[src/rtl/pciecfg_pkg.sv]
// rtl/pciecfg_pkg.sv - shared types and default sizing for the PCIe config arbiter
package pciecfg_pkg;
    typedef logic [31:0] FIFO_PCIECFG_T;

    localparam int CFG_W           = $bits(FIFO_PCIECFG_T);
    localparam int PCIECFG_NREQ    = 2;
    localparam int PCIECFG_MAX_OUT = 4;
endpackage

[src/rtl/pciecfg_tagq.sv]
// rtl/pciecfg_tagq.sv - in-order FIFO of requester tags for outstanding config requests
module pciecfg_tagq #(
    parameter int DEPTH = 4,
    parameter int TW    = 1
) (
    input  logic                     clk,
    input  logic                     rst,
    input  logic                     push,
    input  logic [TW-1:0]            push_tag,
    input  logic                     pop,
    output logic [TW-1:0]            head,
    output logic                     empty,
    output logic                     full,
    output logic [$clog2(DEPTH):0]   count
);
    localparam int AW = $clog2(DEPTH);

    logic [TW-1:0] mem_q [DEPTH];
    logic [TW-1:0] mem_d [DEPTH];
    logic [AW-1:0] wr_q, wr_d, rd_q, rd_d;
    logic [AW:0]   cnt_q, cnt_d;
    logic          do_push, do_pop;

    assign empty = (cnt_q == '0);
    assign full  = (cnt_q == (AW+1)'(DEPTH));
    assign head  = mem_q[rd_q];
    assign count = cnt_q;

    assign do_push = push & ~full;
    assign do_pop  = pop & ~empty;

    // DEPTH is a power of two, so the pointers wrap naturally
    always_comb begin
        mem_d = mem_q;
        wr_d  = wr_q;
        rd_d  = rd_q;
        if (do_push) begin
            mem_d[wr_q] = push_tag;
            wr_d        = wr_q + 1'b1;
        end
        if (do_pop) begin
            rd_d = rd_q + 1'b1;
        end
        cnt_d = cnt_q + {{AW{1'b0}}, do_push} - {{AW{1'b0}}, do_pop};
    end

    always_ff @(posedge clk) begin
        if (rst) begin
            wr_q  <= '0;
            rd_q  <= '0;
            cnt_q <= '0;
            for (int i = 0; i < DEPTH; i++) begin
                mem_q[i] <= '0;
            end
        end else begin
            wr_q  <= wr_d;
            rd_q  <= rd_d;
            cnt_q <= cnt_d;
            mem_q <= mem_d;
        end
    end
endmodule

[src/rtl/pciecfg_arb.sv]
// rtl/pciecfg_arb.sv - round-robin sharing of the PCIe config engine among NREQ requesters
module pciecfg_arb
    import pciecfg_pkg::*;
#(
    parameter int NREQ    = PCIECFG_NREQ,
    parameter int MAX_OUT = PCIECFG_MAX_OUT
) (
    input  logic                      clk,
    input  logic                      rst,
    input  logic [NREQ-1:0]           req_empty,
    output logic [NREQ-1:0]           req_rd_en,
    input  logic [NREQ*CFG_W-1:0]     req_dout,
    output logic                      cfg_wr_en,
    input  logic                      cfg_full,
    output logic [CFG_W-1:0]          cfg_din,
    output logic                      cfg_rd_en,
    input  logic                      cfg_empty,
    input  logic [CFG_W-1:0]          cfg_dout,
    output logic [NREQ-1:0]           rsp_wr_en,
    input  logic [NREQ-1:0]           rsp_full,
    output logic [CFG_W-1:0]          rsp_din,
    output logic [$clog2(MAX_OUT):0]  outstanding,
    output logic                      err_orphan
);
    localparam int TW = $clog2(NREQ);

    logic             stg_valid_q, stg_valid_d;
    logic [CFG_W-1:0] stg_data_q, stg_data_d;
    logic [TW-1:0]    rr_ptr_q, rr_ptr_d;
    logic             err_orphan_q, err_orphan_d;

    logic [2*NREQ-1:0] avail2;
    logic [TW-1:0]     grant;
    logic              found, can_load, issue;
    logic [TW-1:0]     tq_head;
    logic              tq_empty, tq_full, head_full, deliver, orphan;

    // Doubling the request vector lets a single ascending scan start at rr_ptr+1
    always_comb begin
        avail2 = {~req_empty, ~req_empty};
        found  = 1'b0;
        grant  = '0;
        for (int j = 2*NREQ-1; j >= 0; j--) begin
            if (j > int'(rr_ptr_q) && j <= int'(rr_ptr_q) + NREQ && avail2[j]) begin
                found = 1'b1;
                grant = TW'(j % NREQ);
            end
        end
    end

    always_comb begin
        cfg_wr_en   = stg_valid_q & ~cfg_full;
        cfg_din     = stg_data_q;
        can_load    = ~stg_valid_q | cfg_wr_en;
        issue       = can_load & ~tq_full & found;

        req_rd_en   = '0;
        stg_valid_d = stg_valid_q;
        stg_data_d  = stg_data_q;
        rr_ptr_d    = rr_ptr_q;
        if (can_load) begin
            stg_valid_d = issue;
        end
        for (int i = 0; i < NREQ; i++) begin
            if (issue && grant == TW'(i)) begin
                req_rd_en[i] = 1'b1;
                stg_data_d   = req_dout[i*CFG_W +: CFG_W];
            end
        end
        if (issue) begin
            rr_ptr_d = grant;
        end

        head_full = 1'b0;
        for (int i = 0; i < NREQ; i++) begin
            if (tq_head == TW'(i) && rsp_full[i]) begin
                head_full = 1'b1;
            end
        end
        deliver   = ~tq_empty & ~cfg_empty & ~head_full;
        orphan    = tq_empty & ~cfg_empty;
        cfg_rd_en = deliver | orphan;
        rsp_din   = deliver ? cfg_dout : '0;
        rsp_wr_en = '0;
        for (int i = 0; i < NREQ; i++) begin
            if (deliver && tq_head == TW'(i)) begin
                rsp_wr_en[i] = 1'b1;
            end
        end
        err_orphan_d = err_orphan_q | orphan;
    end

    always_ff @(posedge clk) begin
        if (rst) begin
            stg_valid_q  <= 1'b0;
            stg_data_q   <= '0;
            rr_ptr_q     <= TW'(NREQ - 1);
            err_orphan_q <= 1'b0;
        end else begin
            stg_valid_q  <= stg_valid_d;
            stg_data_q   <= stg_data_d;
            rr_ptr_q     <= rr_ptr_d;
            err_orphan_q <= err_orphan_d;
        end
    end

    assign err_orphan = err_orphan_q;

    // Tag count doubles as the outstanding-request counter
    pciecfg_tagq #(
        .DEPTH (MAX_OUT),
        .TW    (TW)
    ) u_tagq (
        .clk      (clk),
        .rst      (rst),
        .push     (issue),
        .push_tag (grant),
        .pop      (deliver),
        .head     (tq_head),
        .empty    (tq_empty),
        .full     (tq_full),
        .count    (outstanding)
    );
endmodule

[config.mk]
export PLATFORM = sky130hd
export DESIGN_NAME = pciecfg_arb
export DESIGN_NICKNAME = d
export VERILOG_FILES = /design/src/rtl/pciecfg_pkg.sv /design/src/rtl/pciecfg_tagq.sv /design/src/rtl/pciecfg_arb.sv
export SDC_FILE = /design/constraint.sdc
export NUM_CORES = 1
export LEC_CHECK = 0
export CAP_MARGIN = 20
export CORE_MARGIN = 2
export CORE_UTILIZATION = 39
export DETAILED_ROUTE_END_ITERATION = 10
export HOLD_SLACK_MARGIN = 0.02
export PLACE_DENSITY = 0.95
export SYNTH_ARGS = -nofsm -noshare
export SYNTH_HDL_FRONTEND = slang
export SYNTH_SLANG_ARGS = --single-unit
[constraint.sdc]
create_clock -name clk -period 4.4 [get_ports clk]
set_input_delay 0.88 -clock clk [delete_from_list [all_inputs] [get_ports clk]]
set_output_delay 0.88 -clock clk [all_outputs]
set_load 0.005 [all_outputs]
# Word level (Yosys, flattened, before mapping)
# Index checks and enable logic that the tools add are counted.
# W data, S select, Z words.
# totals
regBits,46
inputBits,104
# classes
bitwise,22
n_eq_ne,1
muxes,20
magnitude_cmp,7
add_sub_neg,5
n_reduce_logical,13
# ops
cell,n
$mux W32,3
$le A3 B32 Y1 const A,2
$le A2 B32 Y1 const A,1
$mux W1,14
$logic_and A1 B1 Y1,11
$and A1 B1 Y1,8
$not A1 Y1,8
$ge A3 B3 Y1 const B,2
$not A2 Y3,2
$add A2 B1 Y2 const B,2
$bwmux W4,1
$add A1 B2 Y3 const B,1
$add A3 B1 Y3,1
$eq A3 B3 Y1 const B,1
$logic_not A3 Y1,1
$lt A3 B1 Y1 const B,1
$or A1 B1 Y1,3
$sub A3 B1 Y3,1
$bmux W1 S2,1
$demux W1 S2,1
$not A2 Y2,1
$reduce_bool A2 Y1,1
$gt A1 B1 Y1 const A,1

# Logic depth before layout (Yosys ltp)
# Gate-level depths: netlist of run 1.
# logic_depth
ltp_word,12
ltp_mapped,12
depth_no_buf,10

# Hierarchy
# A second synthesis of run 1 with hierarchy kept.
# hier_totals
cells_unflattened,305
area_unflattened_um2,2606.2
# modules_own_cells
module,cells_each,area_each_um2,instances,seq_area_each_um2
pciecfg_arb,243,2003.2,1,700.7
pciecfg_tagq,62,603.1,1,220.2

# Least setup slack after synthesis of run 1
# OpenSTA, ideal clock, no wires.
# synth_path
path_kind,flip-flop to flip-flop
startpoint,register u_tagq.rd_q[0]
endpoint,register u_tagq.cnt_q[2] (netlist: u_tagq.count[2])
stages_incl_launch_ff,12
setup_time_ns,0.128
arrival_time_ns,2.649
path_slack_ns,1.623
path_cell_list,dfxtp_1 mux4_2 nor4b_4 or2_4 buf_6 ha_1 inv_1 ha_1 fa_1 xnor2_1 xnor2_1 nor2_1
# synth_between
elab_chain_cells,12
word_cells_on_any_way,13
# synth_lines
element,line_no,rtl
from (decl),pciecfg_tagq.sv:20,"logic [AW-1:0] wr_q, wr_d, rd_q, rd_d;"
from (signal assigned),pciecfg_tagq.sv:57,rd_q <= rd_d;
$not A2 Y3 (not written as such) *,pciecfg_tagq.sv:26,assign head = mem_q[rd_q];
$bmux W1 S2 *,pciecfg_tagq.sv:26,
$mux W1 (not written as such) * (2 in a row),pciecfg_tagq.sv:26,
$not A1 Y1,pciecfg_arb.sv:76,if (tq_head == TW'(i) && rsp_full[i]) begin
$logic_and A1 B1 Y1,pciecfg_arb.sv:76,
$mux W1,pciecfg_arb.sv:76,
$mux W1 *,pciecfg_arb.sv:76,
$not A1 Y1 *,pciecfg_arb.sv:80,deliver = ~tq_empty & ~cfg_empty & ~head_full;
$and A1 B1 Y1 *,pciecfg_arb.sv:80,
$and A1 B1 Y1 *,pciecfg_tagq.sv:30,assign do_pop = pop & ~empty;
named net u_tagq.do_pop,pciecfg_tagq.sv:22,"logic do_push, do_pop;"
$sub A3 B1 Y3 *,pciecfg_tagq.sv:44,"cnt_d = cnt_q + {{AW{1'b0}}, do_push} - {{AW{1'b0}}, do_pop};"
to (signal assigned),pciecfg_tagq.sv:58,cnt_q <= cnt_d;
to (decl),pciecfg_tagq.sv:21,"logic [AW:0] cnt_q, cnt_d;"
# The timed path passes the listed nets; every way through them passes the cells marked *. The select of a mux whose other input is x is not followed.
# A chain may end at the register's enable or synchronous reset.

# Worst setup path after layout of run 1
# layout_path
startpoint,input cfg_empty
endpoint,output rsp_din[18]
# layout_between
elab_chain_cells,4
# layout_lines
element,line_no,rtl
from (decl),pciecfg_arb.sv:17,"input logic cfg_empty,"
$not A1 Y1,pciecfg_arb.sv:80,
$and A1 B1 Y1 (2 in a row),pciecfg_arb.sv:80,
$mux W32,pciecfg_arb.sv:83,rsp_din = deliver ? cfg_dout : '0;
to (decl),pciecfg_arb.sv:21,"output logic [CFG_W-1:0] rsp_din,"
# No other way between the ends.

==> results of run 1 <==
[final timing paths]
path	end	slack, ps	from	depth (start not counted)
worst min register to register	cfg_din[23]$_SDFFE_PP0P_	460	cfg_din[23]$_SDFFE_PP0P_	2
worst min-delay path	cfg_din[23]$_SDFFE_PP0P_	460	cfg_din[23]$_SDFFE_PP0P_	2
worst max-delay path	rsp_din[18]	660	cfg_empty	5
worst max register to register	u_tagq.count[2]$_SDFF_PP0_	1460	u_tagq.rd_q[0]$_SDFFE_PP0P_	10
[flip-flops by register name (all words and copies together) (netlist names)]
register / cells
u_tagq.mem_q: 4
u_tagq.rd_q: 2
u_tagq.count: 3
cfg_din: 32
stg_valid_q: 1
rr_ptr_q: 1
u_tagq.wr_q: 2
err_orphan: 1
[logic make-up (layout without fill, tap and decap cells)]
| kind of cell | Yosys count | after routing | share of synthesized area |
|---|---|---|---|
| AND/OR/NAND/NOR | 122 | 122 | 0.291 |
| AO/OA/AOI/OAI | 81 | 81 | 0.220 |
| flip-flops | 46 | 46 | 0.348 |
| buffers and inverters | 37 | 199 | 0.0629 |
| adder cells (fa/ha/maj) | 7 | 7 | 0.0360 |
| multiplexers | 7 | 7 | 0.0317 |
| XOR/XNOR | 3 | 3 | 0.00994 |
[cell type report]
type / count / area share
clock buffer: 6 / 0.0161
tap: 80 / 0.0222
timing repair buffer: 181 / 0.399
clock inverter: 2 / 0.00306
sequential: 46 / 0.205
multi-input combinational: 220 / 0.346
inverter: 10 / 0.00834
[metrics by stage]
step                      total power (W)  setup WS [ps]  hold WS (ps)
after global placement            0.00136            744           441
after floorplan                   0.00101           1620           453
after detailed placement          0.00140            662           447
after global routing              0.00175            563           471
after CTS                         0.00165            658           459
final                             0.00164            656           456
[worst max-delay path, delay by kind of cell]
family	cells	cell delay (ps)
AND/OR/NAND/NOR	3	910
buffers and inverters	2	1070
[where the power goes]
part	internal (W)	leakage [nW]	switching, W
Clock	0.000112	0.0452	0.000136
Combinational	0.000472	1.23	0.000350
Sequential	0.000497	0.379	0.0000679
Total	0.00108	1.65	0.000554
[routing by layer]
layer / part of all wire / track usage
met1: 0.34 / 0.208
met2: 0.53 / 0.438
met3: 0.095 / 0.0771
met4: 0.034 / 0.0994
met5: 0 / 0
[cell usage in the layout (no fill, tap or decap), types with 2 or more instances in the layout]
cell type	n
nand2_1	35
a31oi_1	4
clkdlybuf4s50_1	176
nor3_1	2
xnor2_1	3
nand2b_1	34
clkbuf_8	5
inv_1	10
nor2_1	8
a311oi_1	4
and2_4	27
ha_1	6
buf_4	4
nor2b_1	4
mux2i_1	5
a32oi_1	32
and2_1	2
a21oi_1	36
dfxtp_1	46
and2_2	3
==> results.yml, run 1 <==
sta:
  min_period_ps: 3740
  fmax_mhz: 267
  fin_crit_sh: 0.851
  setup_viol: 0
  max-slew-margin-rel: 0.430
  worst_slew_pin_slew_ps: 855
  slew_violations: 0
  hold_violations: 0
  rsz0062_at_grt: "no"
  finalSetupTns_ps: 0
  clock_skew_ps: 8.06
layout:
  area_growth_pct: 70.1
  nFillCells: 555
  drive_above_1_share: 0.110
  final_util: 0.673
  diodes: 0
  nNetsFinal: 575
  final_area_sq_um: 4500
  layout.area.seq_sq_um: 921
  final_cells: 545
  multiInputGateArea_sq_um: 1560
clock_tree:
  post-cts-setup-buffer-count: 0
  clkSinkCount: 46
  cts-root-buf: "clkbuf_8"
  cts-resized-gates: 0
  htreeDepth: 2
  ctsLongestPathBuffers: 2
  cts_buffers: 5
  clock_latency_ps: 290
  cts_hold_buf: 0
  path_clk_slew_ps: 80
  cts_tree: "built"
worst_setup_path:
  cp_slowest_stage_delay_ps: 560
  cp-start-kind: "primary input"
  critPathMostFrequentCell: "clkdlybuf4s50_1"
  arrival_ps: 2860
  cp.required_ps: 3520
  worstPathCellList: "clkdlybuf4s50_1, nor4_4, or2_4, and2_4, clkdlybuf4s50_1"
  crit_fanout: 33
  cp_slowest_cell: "clkdlybuf4s50_1"
  end_kind: "output port"
  worstSetupPathType: "in2out"
yosys:
  synth_top_cell_by_area: "dfxtp_1"
  yosys-top-cells-area: "dfxtp_1 35%, a32oi_1 11%, and2_4 8.9%, nand2b_1 8.0%, a21oi_1 6.8%"
  synth_top_area_share: 0.348
  async_flop_share: 0
  synth_most_common_cell: "dfxtp_1"
  synth.distinct_cells: 36
  ys_top_cells_by_count: "46 x dfxtp_1, 36 x a21oi_1, 35 x nand2_1, 34 x nand2b_1, 32 x a32oi_1"
  syn-num-nets: 414
  synth-seq-cells: 46
  synth_seq_area_share: 0.348
  yosys_warnings: 0
  mappedNetlistArea_sq_um: 2650
  synth_flop_cell: "dfxtp_1"
  synthCells: 303
  syn_area_per_cell_sq_um: 8.73
  synth_edf_count: 0
die:
  initial_core_util: 0.396
  rows: 30
  dieArea_sq_um: 7460
  die_h_microns: 86.4
  design.core.area_sq_um: 6680
  die_w_microns: 86.4
  top_level_ports: 178
routing:
  via_per_inst: 5.21
  routed_wl_microns: 8660
  avgRoutedWirePerCell_microns: 15.9
  first_pass_iters: 4
  drt_iter0_drc: 173
  drc_errors: 0
  drtAntennaViolNets: 0
  vias: 2840
power:
  ir_worst_vdd_mv: 0.179
  powerDensity_nw_per_um2: 364
  p_leak_nw: 1.65
placement:
  gp_congestion: 0.824
  dpl-instance-area_sq_um: 4410
  place_inst: 537
  post-dp-hpwl_microns: 6640
  io_buffer_count: 177
worst_hold_path:
  hold_path.class: "reg2reg"
global_route:
  grt_pass1_vias: 2782
  antenna_found_initial: 0
  grt_max_degree: 48
  grt_usage: 0.225
  grt_pass1_wl_microns: 13100
  grt-ovfl-total: 0
run:
  drv_cap: 0
run_status:
  status: "complete, no violations"
(Power assumes the default switching activity.)
==> run 2: changes to the inputs <==
--- a/config.mk
+++ b/config.mk
@@ -5,9 +5,10 @@
 export SDC_FILE = /design/constraint.sdc
 export NUM_CORES = 1
 export LEC_CHECK = 0
+export ABC_AREA = 1
 export CAP_MARGIN = 20
 export CORE_MARGIN = 2
-export CORE_UTILIZATION = 39
+export CORE_UTILIZATION = 40
 export DETAILED_ROUTE_END_ITERATION = 10
 export HOLD_SLACK_MARGIN = 0.02
 export PLACE_DENSITY = 0.95
==> run 2 against run 1 <==
Against the previous run:
- sequential share of layout area is 0.49 points lower
- non-clock buffer count decreased by 1
- register-to-register slack better by 470 ps
- global-route usage increased by 0.38 points
- sequential power down 2%
- total power grew 4.5%
- wire length up 6.0%
- cell area grew 2.4%
- die area up 3.0%
- combinational power up 9.9%
==> results.yml, run 2 <==
clock_tree:
  cts_hold_buf: 0
  clkSinkCount: 46
  cts-root-buf: "clkbuf_8"
  ctsLongestPathBuffers: 2
  path_clk_slew_ps: 80
  cts_buffers: 5
  cts-resized-gates: 0
  post-cts-setup-buffer-count: 0
  htreeDepth: 2
  cts_tree: "built"
  clock_latency_ps: 290
sta:
  rsz0062_at_grt: "no"
  worst_slew_pin_slew_ps: 653
  fin_crit_sh: 0.897
  fmax_mhz: 253
  min_period_ps: 3950
  hold_violations: 0
  slew_violations: 0
  clock_skew_ps: 6.80
  max-slew-margin-rel: 0.564
  setup_viol: 0
  finalSetupTns_ps: 0
worst_setup_path:
  arrival_ps: 3070
  crit_fanout: 40
  r2r_slack_ps: 1930
  r2r-end: "u_tagq.count[2]$_SDFF_PP0_"
  cp-start-kind: "primary input"
  r2r_cells: 14
  worstSetupPathType: "in2out"
  end_kind: "output port"
  r2r_start: "u_tagq.rd_q[0]$_SDFFE_PP0P_"
  cp.required_ps: 3520
layout:
  final_cell_mix: "177 x clkdlybuf4s50_1, 87 x nand2_1, 80 x inv_1, 65 x nand4_1, 46 x dfxtp_1"
  area_growth_pct: 64.8
  layout_commonest_cell: "clkdlybuf4s50_1"
  largest_reg_flops: 32
  diodes: 0
  drive_above_1_share: 0.0459
  nNetsFinal: 698
  final_util: 0.678
routing:
  routed_wl_microns: 9190
  via_per_inst: 4.92
  drtAntennaViolNets: 0
  vias: 3364
  first_pass_iters: 4
  avgRoutedWirePerCell_microns: 13.4
  drc_errors: 0
  drt_iter0_drc: 139
yosys:
  synth_seq_area_share: 0.329
  mappedNetlistArea_sq_um: 2800
  synthMuxAreaShare: 0
  synth.distinct_cells: 25
  synthCells: 431
  synth_compound_area_frac: 0.0277
  synth-seq-cells: 46
  async_flop_share: 0
  synth_edf_count: 0
  synth_fa_ha_area_frac: 0.0340
  synth_most_common_cell: "nand2_1"
  synth_top_family_by_area: "simple AND/OR/NAND/NOR gates"
  yosys-top-cells-area: "dfxtp_1 33%, nand4_1 15%, nand2_1 12%, inv_1 11%, nand3_1 7.9%"
  ys_top_cells_by_count: "87 x nand2_1, 80 x inv_1, 65 x nand4_1, 46 x dfxtp_1, 44 x nand3_1"
  synth_top_area_share: 0.329
  synth_flop_cell: "dfxtp_1"
  yosys_warnings: 0
  synth_top_cell_by_area: "dfxtp_1"
  synth_xor_area_frac: 0.00313
  syn-num-nets: 542
  syn_area_per_cell_sq_um: 6.49
  yosys.area_share.simple: 0.413
die:
  design.core.area_sq_um: 6790
  rows: 30
  dieArea_sq_um: 7680
  die_h_microns: 87.6
  die_w_microns: 87.6
  top_level_ports: 178
  initial_core_util: 0.412
power:
  powerDensity_nw_per_um2: 371
  ir_worst_vdd_mv: 0.194
  p_leak_nw: 2.21
worst_hold_path:
  min_to: "err_orphan$_SDFF_PP0_"
  min_from: "err_orphan$_SDFF_PP0_"
  hold_path.class: "reg2reg"
  worstHoldPathCells: 2
global_route:
  grt_pass1_wl_microns: 14100
  grt-ovfl-total: 0
  grt_usage: 0.229
  antenna_found_initial: 0
  grt_max_degree: 65
  grt_pass1_vias: 3263
placement:
  gp_congestion: 0.753
  io_buffer_count: 177
  post-dp-hpwl_microns: 6970
run_status:
  status: "complete, no violations"
run:
  drv_cap: 0
==> run 2: cell count changes in the layout (fill, tap and decap cells not counted), sizes merged, moves of 25 or more <==
cell	delta
nor2	+32
nand3	+44
a32oi	-32
inv	+79
nand2	+56
a21oi	-25
nand4	+65
and2	-32
nand2b	-34
==> run 2: worst max path at each step <==
stage	start	slack, ps	endpoint	cells after the start
final	req_empty[1]	450	req_rd_en[1]	9
after global routing	req_empty[1]	300	req_rd_en[1]	9
after CTS	req_empty[1]	440	req_rd_en[1]	9
after detailed placement	req_empty[1]	450	req_rd_en[1]	9
after global placement	req_empty[1]	510	req_rd_en[1]	9
after floorplan	cfg_empty	1850	u_tagq.count[2]$_SDFF_PP0_	12
==> run 2: layout make-up <==
| class | instances | area [sq um] |
|---|---|---|
| Clock buffer | 5 | 68.8 |
| Clock inverter | 3 | 21.3 |
| Fill cell | 565 | 2180 |
| Inverter | 90 | 340 |
| Multi-Input combinational cell | 264 | 1340 |
| Sequential cell | 46 | 921 |
| Tap cell | 96 | 120 |
| Timing Repair Buffer | 180 | 1790 |
==> run 2: per-layer routing <==
layer | wire length, microns | GRT usage
met1 | 3230 | 0.217
met5 | 0 | 0
met4 | 116 | 0.0797
met2 | 5000 | 0.455
met3 | 837 | 0.0707
==> run 2: through the flow <==
step / hold slack [ps] / power (W) / area [sq um] / setup slack [ps] / instances
floorplan: 439 / 0.00108 / 2800 / 1850 / 431
global placement: 450 / 0.00143 / 4520 / 508 / 676
detailed placement: 463 / 0.00147 / 4520 / 450 / 676
CTS: 475 / 0.00173 / 4610 / 442 / 684
global route: 491 / 0.00186 / 4610 / 303 / 684
finish: 466 / 0.00171 / 4610 / 451 / 684
==> run 2: kinds of logic (layout without fill, tap and decap cells) <==
logic type / after synthesis / in the layout
XOR/XNOR: 1 / 1
flip-flops: 46 / 46
adder cells (fa/ha/maj): 7 / 7
AND/OR/NAND/NOR: 242 / 242
AO/OA/AOI/OAI: 14 / 14
buffers and inverters: 121 / 278
==> run 2: critical path, cell delays in order <==
cell	delay [ps]
clkdlybuf4s50_1	460
inv_1	90
o21ai_2	80
inv_4	270
nand2_4	330
inv_2	250
nand2_1	100
inv_1	70
clkdlybuf4s50_1	500
==> run 2: power breakdown <==
| group | leakage [nW] | switching, W | total, W | internal (W) |
|---|---|---|---|---|
| Clock | 0.0441 | 0.000144 | 0.000256 | 0.000112 |
| Sequential | 0.380 | 0.0000525 | 0.000551 | 0.000499 |
| Combinational | 1.78 | 0.000458 | 0.000903 | 0.000445 |
==> run 3: changes to the inputs <==
--- a/config.mk
+++ b/config.mk
@@ -12,6 +12,7 @@
 export DETAILED_ROUTE_END_ITERATION = 10
 export HOLD_SLACK_MARGIN = 0.02
 export PLACE_DENSITY = 0.95
+export SKIP_CTS_REPAIR_TIMING = 1
 export SYNTH_ARGS = -nofsm -noshare
 export SYNTH_HDL_FRONTEND = slang
 export SYNTH_SLANG_ARGS = --single-unit
==> results of run 3 <==
No change in the layout: final DEF, timing and power equal those of run 2.
==> RTL change 1, RTL diff (config.mk and constraints of run 1) <==
The package constant `PCIECFG_MAX_OUT` goes from 4 to 8.
--- a/src/rtl/pciecfg_pkg.sv
+++ b/src/rtl/pciecfg_pkg.sv
@@ -5,5 +5,5 @@
     localparam int CFG_W           = $bits(FIFO_PCIECFG_T);
     localparam int PCIECFG_NREQ    = 2;
-    localparam int PCIECFG_MAX_OUT = 4;
+    localparam int PCIECFG_MAX_OUT = 8;
 endpackage
 
Interface: changed (resized outstanding); port bits go from 178 to 179. The function was not compared with the original's and may differ.
==> RTL change 1 against run 1 <==
Worst setup slack got worse by 0.15 ns; area after synthesis rose by 5.2%; design area rose by 4.1%; total power rose by 11%; sequential cell count rose by 7; sequential share of layout area rose by 2.2 points; clock skew barely moved; largest cell class unchanged; hold slack improved by 0.023 ns; highest routed layer unchanged; wire length fell by 6.6%; critical path type unchanged; core utilization rose by 1.2 points.
==> RTL change 1: results (changes against run 1) <==
[outcome]
outcome = complete, no violations  ; unchanged

[logic_synthesis]
syn-num-nets = 424  ; was 414
synth_top_cells_by_area = dfxtp_1, mux2i_1, a211oi_1  ; was dfxtp_1, a32oi_1, and2_4
yosysWarnings = 0  ; unchanged
synth_cells = 311  ; was 303
ys_seq_area_share_pct = 38.1  ; was 34.8%
synthTopCellsByCount = dfxtp_1, nor2_1, mux2i_1  ; was dfxtp_1, a21oi_1, nand2_1
synthDistinctLibCells = 37  ; was 36
synthArstFlopShare_pct = 0  ; unchanged

[drt]
wl_mm = 8.10  ; was 8.66 mm
via_per_inst = 4.92  ; was 5.21
firstDrtPassIters = 4  ; unchanged
first_iter_violations = 191  ; was 173

[clock_network]
postCtsSetupBuffers = 0  ; unchanged
clock_path_buffers = 2  ; unchanged
cts-resized-gates = 0  ; unchanged
cts_buffers = 5  ; unchanged
clkTransAtPathRegs_ns = 0.09
cts-htree-levels = 2  ; unchanged
clock_latency_ns = 0.31  ; was 0.29 ns

[power]
ir_worst_vdd_uv = 170  ; was 179 µV
p_leak_nw = 1.78  ; was 1.65 nW

[place]
portBuffers = 178  ; was 177
place_congestion = 0.743  ; was 0.824
dp_hpwl_mm = 6.29  ; was 6.64 mm

[setup_path]
crit_slowest_cell = mux2i_4  ; was clkdlybuf4s50_1
timing.rr.end = u_tagq.count[2]$_SDFF_PP0_  ; unchanged
worstSetupEndpoint = rsp_din[4]  ; was rsp_din[18]
cp.arrival_ns = 3.01  ; was 2.86 ns
reg2reg_slack_ns = 0.96  ; was 1.46 ns
critPathMaxFanout = 36  ; was 33
reg2reg_depth = 11  ; was 10
critPathMaxStageDelay_ns = 0.75  ; was 0.56 ns
startpoint = cfg_empty  ; unchanged

[final_layout]
largest_reg_flops = 32  ; unchanged
instances_no_fill = 572  ; was 545
fillers = 531  ; was 555
antenna_cells = 0  ; unchanged
fin_nets = 589  ; was 575
drive_gt1_share_pct = 3.57  ; was 11.0%

[grt]
grt_start_max_net_pins = 72  ; was 48
grt_pass1_vias = 2696  ; was 2,782
grt_pass1_wl_mm = 12.5  ; was 13.1 mm
antenna_found_initial = 0  ; unchanged
track_usage_pct = 20.5  ; was 22.5%

[min_path]
holdPathEnd = u_tagq.mem_q[0]$_SDFFE_PP0P_  ; was cfg_din[23]$_SDFFE_PP0P_
hold_depth = 2  ; unchanged
min_from = u_tagq.mem_q[0]$_SDFFE_PP0P_  ; was cfg_din[23]$_SDFFE_PP0P_
hold_class = reg -> reg  ; unchanged

[sta]
worst_pin_slew_ns = 1.02  ; was 0.855 ns
skew_ns = 0.00854  ; was 0.00806 ns
holdWs_ns = 0.479  ; was 0.456 ns

-- RTL change 1: cell families (layout without fill, tap and decap cells) --
logic type                 count (synthesis)  after routing  share of synthesized area (%)
muxes                                     42             42                           16.1
adders and majority gates                  9              9                           4.32
AOI/OAI and AO/OA                         55             55                           13.5
DFF                                       53             53                           38.1
and+or+nand+nor                          112            112                           21.0
buffers and inverters                     36            201                           5.67
xor gates and xnor gates                   4              4                           1.26
-- RTL change 1: layer usage --
layer	share of wire (%)	vias to the layer above	track usage (%)
li1	-	1414	-
met5	0	-	0
met4	1.8	0	6.61
met2	50	145	37.9
met1	38	1243	21.9
met3	11	13	6.72
-- RTL change 1: power by group --
group | switching (mW) | total, mW | leakage (nW) | internal [mW]
registers | 0.0790 | 0.666 | 0.438 | 0.587
logic | 0.382 | 0.884 | 1.30 | 0.502
clock network | 0.152 | 0.262 | 0.0412 | 0.110
-- RTL change 1: layout make-up --
| type | instances | area, µm² | area share [%] |
|---|---|---|---|
| Clock buffer | 6 | 72.6 | 1.55 |
| Clock inverter | 1 | 8.76 | 0.187 |
| Inverter | 14 | 52.6 | 1.12 |
| Multi-Input combinational cell | 222 | 1580 | 33.6 |
| Sequential cell | 53 | 1060 | 22.7 |
| Tap cell | 96 | 120 | 2.57 |
| Timing Repair Buffer | 180 | 1790 | 38.3 |
-- RTL change 1: per-stage QoR --
stage / power (mW) / instance area [µm²] / worst slack (ns)
3_5_place_dp: 1.56 / 4600 / 0.484
3_3_place_gp: 1.52 / 4600 / 0.577
5_1_grt: 1.95 / 4680 / 0.341
2_1_floorplan: 1.11 / 2780 / 1.66
6_report: 1.81 / 4680 / 0.506
4_1_cts: 1.83 / 4680 / 0.478
==> RTL change 2, RTL diff (flow settings as in run 1) <==
Without the edit above. Make the reset (`rst`) asynchronous in 2 clocked blocks.
--- a/src/rtl/pciecfg_tagq.sv
+++ b/src/rtl/pciecfg_tagq.sv
@@ -45,5 +45,5 @@
     end
 
-    always_ff @(posedge clk) begin
+    always_ff @(posedge clk or posedge rst) begin
         if (rst) begin
             wr_q  <= '0;
--- a/src/rtl/pciecfg_arb.sv
+++ b/src/rtl/pciecfg_arb.sv
@@ -91,5 +91,5 @@
     end
 
-    always_ff @(posedge clk) begin
+    always_ff @(posedge clk or posedge rst) begin
         if (rst) begin
             stg_valid_q  <= 1'b0;
Behaviour: differs if rst is asserted again (counterexample within 4 cycles, from zero or initial values and one cycle with rst high); with rst held inactive, the same outputs for 10 cycles.
==> RTL change 2 against run 1 <==
Sequential cell count did not move; wire length shrank 17%; critical path depth grew 1; worst setup slack worse by 0.11 ns; design area shrank 2.4%; total power is 44% higher; area after synthesis is 7.0% lower; highest routed layer unchanged.
==> RTL change 2: results (changes against run 1) <==
[clock_network]
clkTransAtPathRegs_ns = 0.08  ; about the same
clock_latency_ns = 0.29  ; about the same
clock_path_buffers = 2  ; unchanged
cts-htree-levels = 2  ; unchanged
postCtsSetupBuffers = 0  ; unchanged
cts_buffers = 5  ; unchanged
cts-resized-gates = 0  ; unchanged
cts-root-buf = clkbuf_8  ; unchanged

[final_layout]
fin_nets = 523  ; was 575
fillers = 468  ; was 555
largest_reg_flops = 32  ; unchanged
multi_input_area_mm2 = 0.00119  ; was 0.00156 mm²
drive_gt1_share_pct = 5.33  ; was 11.0%

[drt]
wl_mm = 7.22  ; was 8.66 mm
first_iter_violations = 105  ; was 173
drc = 0  ; unchanged
vias = 2326  ; was 2,840

[setup_path]
critPathMaxFanout = 25  ; was 33
cp.arrival_ns = 2.97  ; was 2.86 ns
crit_slowest_cell = clkdlybuf4s50_1  ; unchanged
reg2reg_depth = 10  ; unchanged
critPathMaxStageDelay_ns = 0.53  ; was 0.56 ns
reg2reg_slack_ns = 1.26  ; was 1.46 ns
timing.rr.end = u_tagq.count[2]$_DFF_PP0_  ; was u_tagq.count[2]$_SDFF_PP0_
r2r_start = u_tagq.count[2]$_DFF_PP0_  ; was u_tagq.rd_q[0]$_SDFFE_PP0P_

[logic_synthesis]
ys_seq_area_share_pct = 46.8  ; was 34.8%
synth_top_cells_by_area = dfrtp_1, mux2i_1, and2_1  ; was dfxtp_1, a32oi_1, and2_4
yosysWarnings = 0  ; unchanged
syn-num-nets = 351  ; was 414
synthDistinctLibCells = 27  ; was 36
synthArstFlopShare_pct = 100  ; was 0%
synthTopCellsByCount = dfrtp_1, nor2_1, a21oi_1, and2_1, mux2i_1  ; was dfxtp_1, a21oi_1, nand2_1

[power]
p_leak_nw = 1.83  ; was 1.65 nW
ir_worst_vdd_uv = 314  ; was 179 µV

[sta]
maxSlewHeadroom_pct = 36.6  ; was 43.0%
skew_ns = 0.00691  ; was 0.00806 ns

[place]
dpl_cell_area_mm2 = 0.00427  ; was 0.00441 mm²
portBuffers = 177  ; unchanged
dp_hpwl_mm = 5.88  ; was 6.64 mm
place_congestion = 0.766  ; was 0.824
place_ws_ns = 0.523  ; was 0.662 ns

[grt]
grt_start_max_net_pins = 72  ; was 48
antenna_found_initial = 0  ; unchanged
grt_pass1_wl_mm = 11.7  ; was 13.1 mm
grt_pass1_vias = 2455  ; was 2,782
track_usage_pct = 20.8  ; was 22.5%

[min_path]
min_from = err_orphan$_DFF_PP0_  ; was cfg_din[23]$_SDFFE_PP0P_
hold_class = reg -> reg  ; unchanged
holdPathEnd = err_orphan$_DFF_PP0_  ; was cfg_din[23]$_SDFFE_PP0P_
hold_depth = 1  ; was 2

[outcome]
outcome = complete, no violations  ; unchanged

-- RTL change 2: cell families after synthesis --
family,count (synthesis),synth area share (%)
simple gates,79,17.3
buf+inv,25,5.19
compound gates,39,8.44
mux,39,16.6
flops,46,46.8
fa+ha+maj,7,3.86
xor+xnor,5,1.78
-- RTL change 2: critical path: cells and delay by family --
kind / cells / cell delay, ns
and+or+nand+nor: 3 / 0.78
buffers and inverters: 3 / 1.31
-- RTL change 2: layout make-up --
cell class,count,area share [%]
inverter,9,0.769
clock buffer,7,1.97
tap,75,2.14
timing repair buffer,181,41.0
clock inverter,1,0.684
multi-input combinational,169,27.2
sequential,46,26.2
-- RTL change 2: per-layer routing --
metal	GRT usage, %	vias to the layer above	routed length, µm
met2	41.4	117	4000
met5	0	-	0
li1	-	1138	-
met4	4.69	0	103
met1	20.8	1061	2470
met3	6.66	10	639
-- RTL change 2: worst max-delay path by stage --
stage,depth (start not counted),end,from,slack [ns]
CTS,6,rsp_din[10],cfg_empty,0.52
global placement,6,rsp_din[9],cfg_empty,0.62
finish,6,rsp_din[11],cfg_empty,0.55
floorplan,4,req_rd_en[0],cfg_full,1.46
global route,6,rsp_din[2],cfg_empty,0.40
detailed placement,6,rsp_din[10],cfg_empty,0.52
-- RTL change 2: power breakdown --
group / switching, mW / internal, mW / total [mW]
Clock: 0.134 / 0.185 / 0.319
Combinational: 0.486 / 0.774 / 1.26
Sequential: 0.136 / 0.639 / 0.775
-- RTL change 2: per-stage QoR --
stage / hold slack, ns / std cells
4_1_cts: 0.477 / 488
3_5_place_dp: 0.458 / 480
5_1_grt: 0.509 / 488
3_3_place_gp: 0.441 / 480
2_1_floorplan: 0.451 / 240
6_report: 0.474 / 488
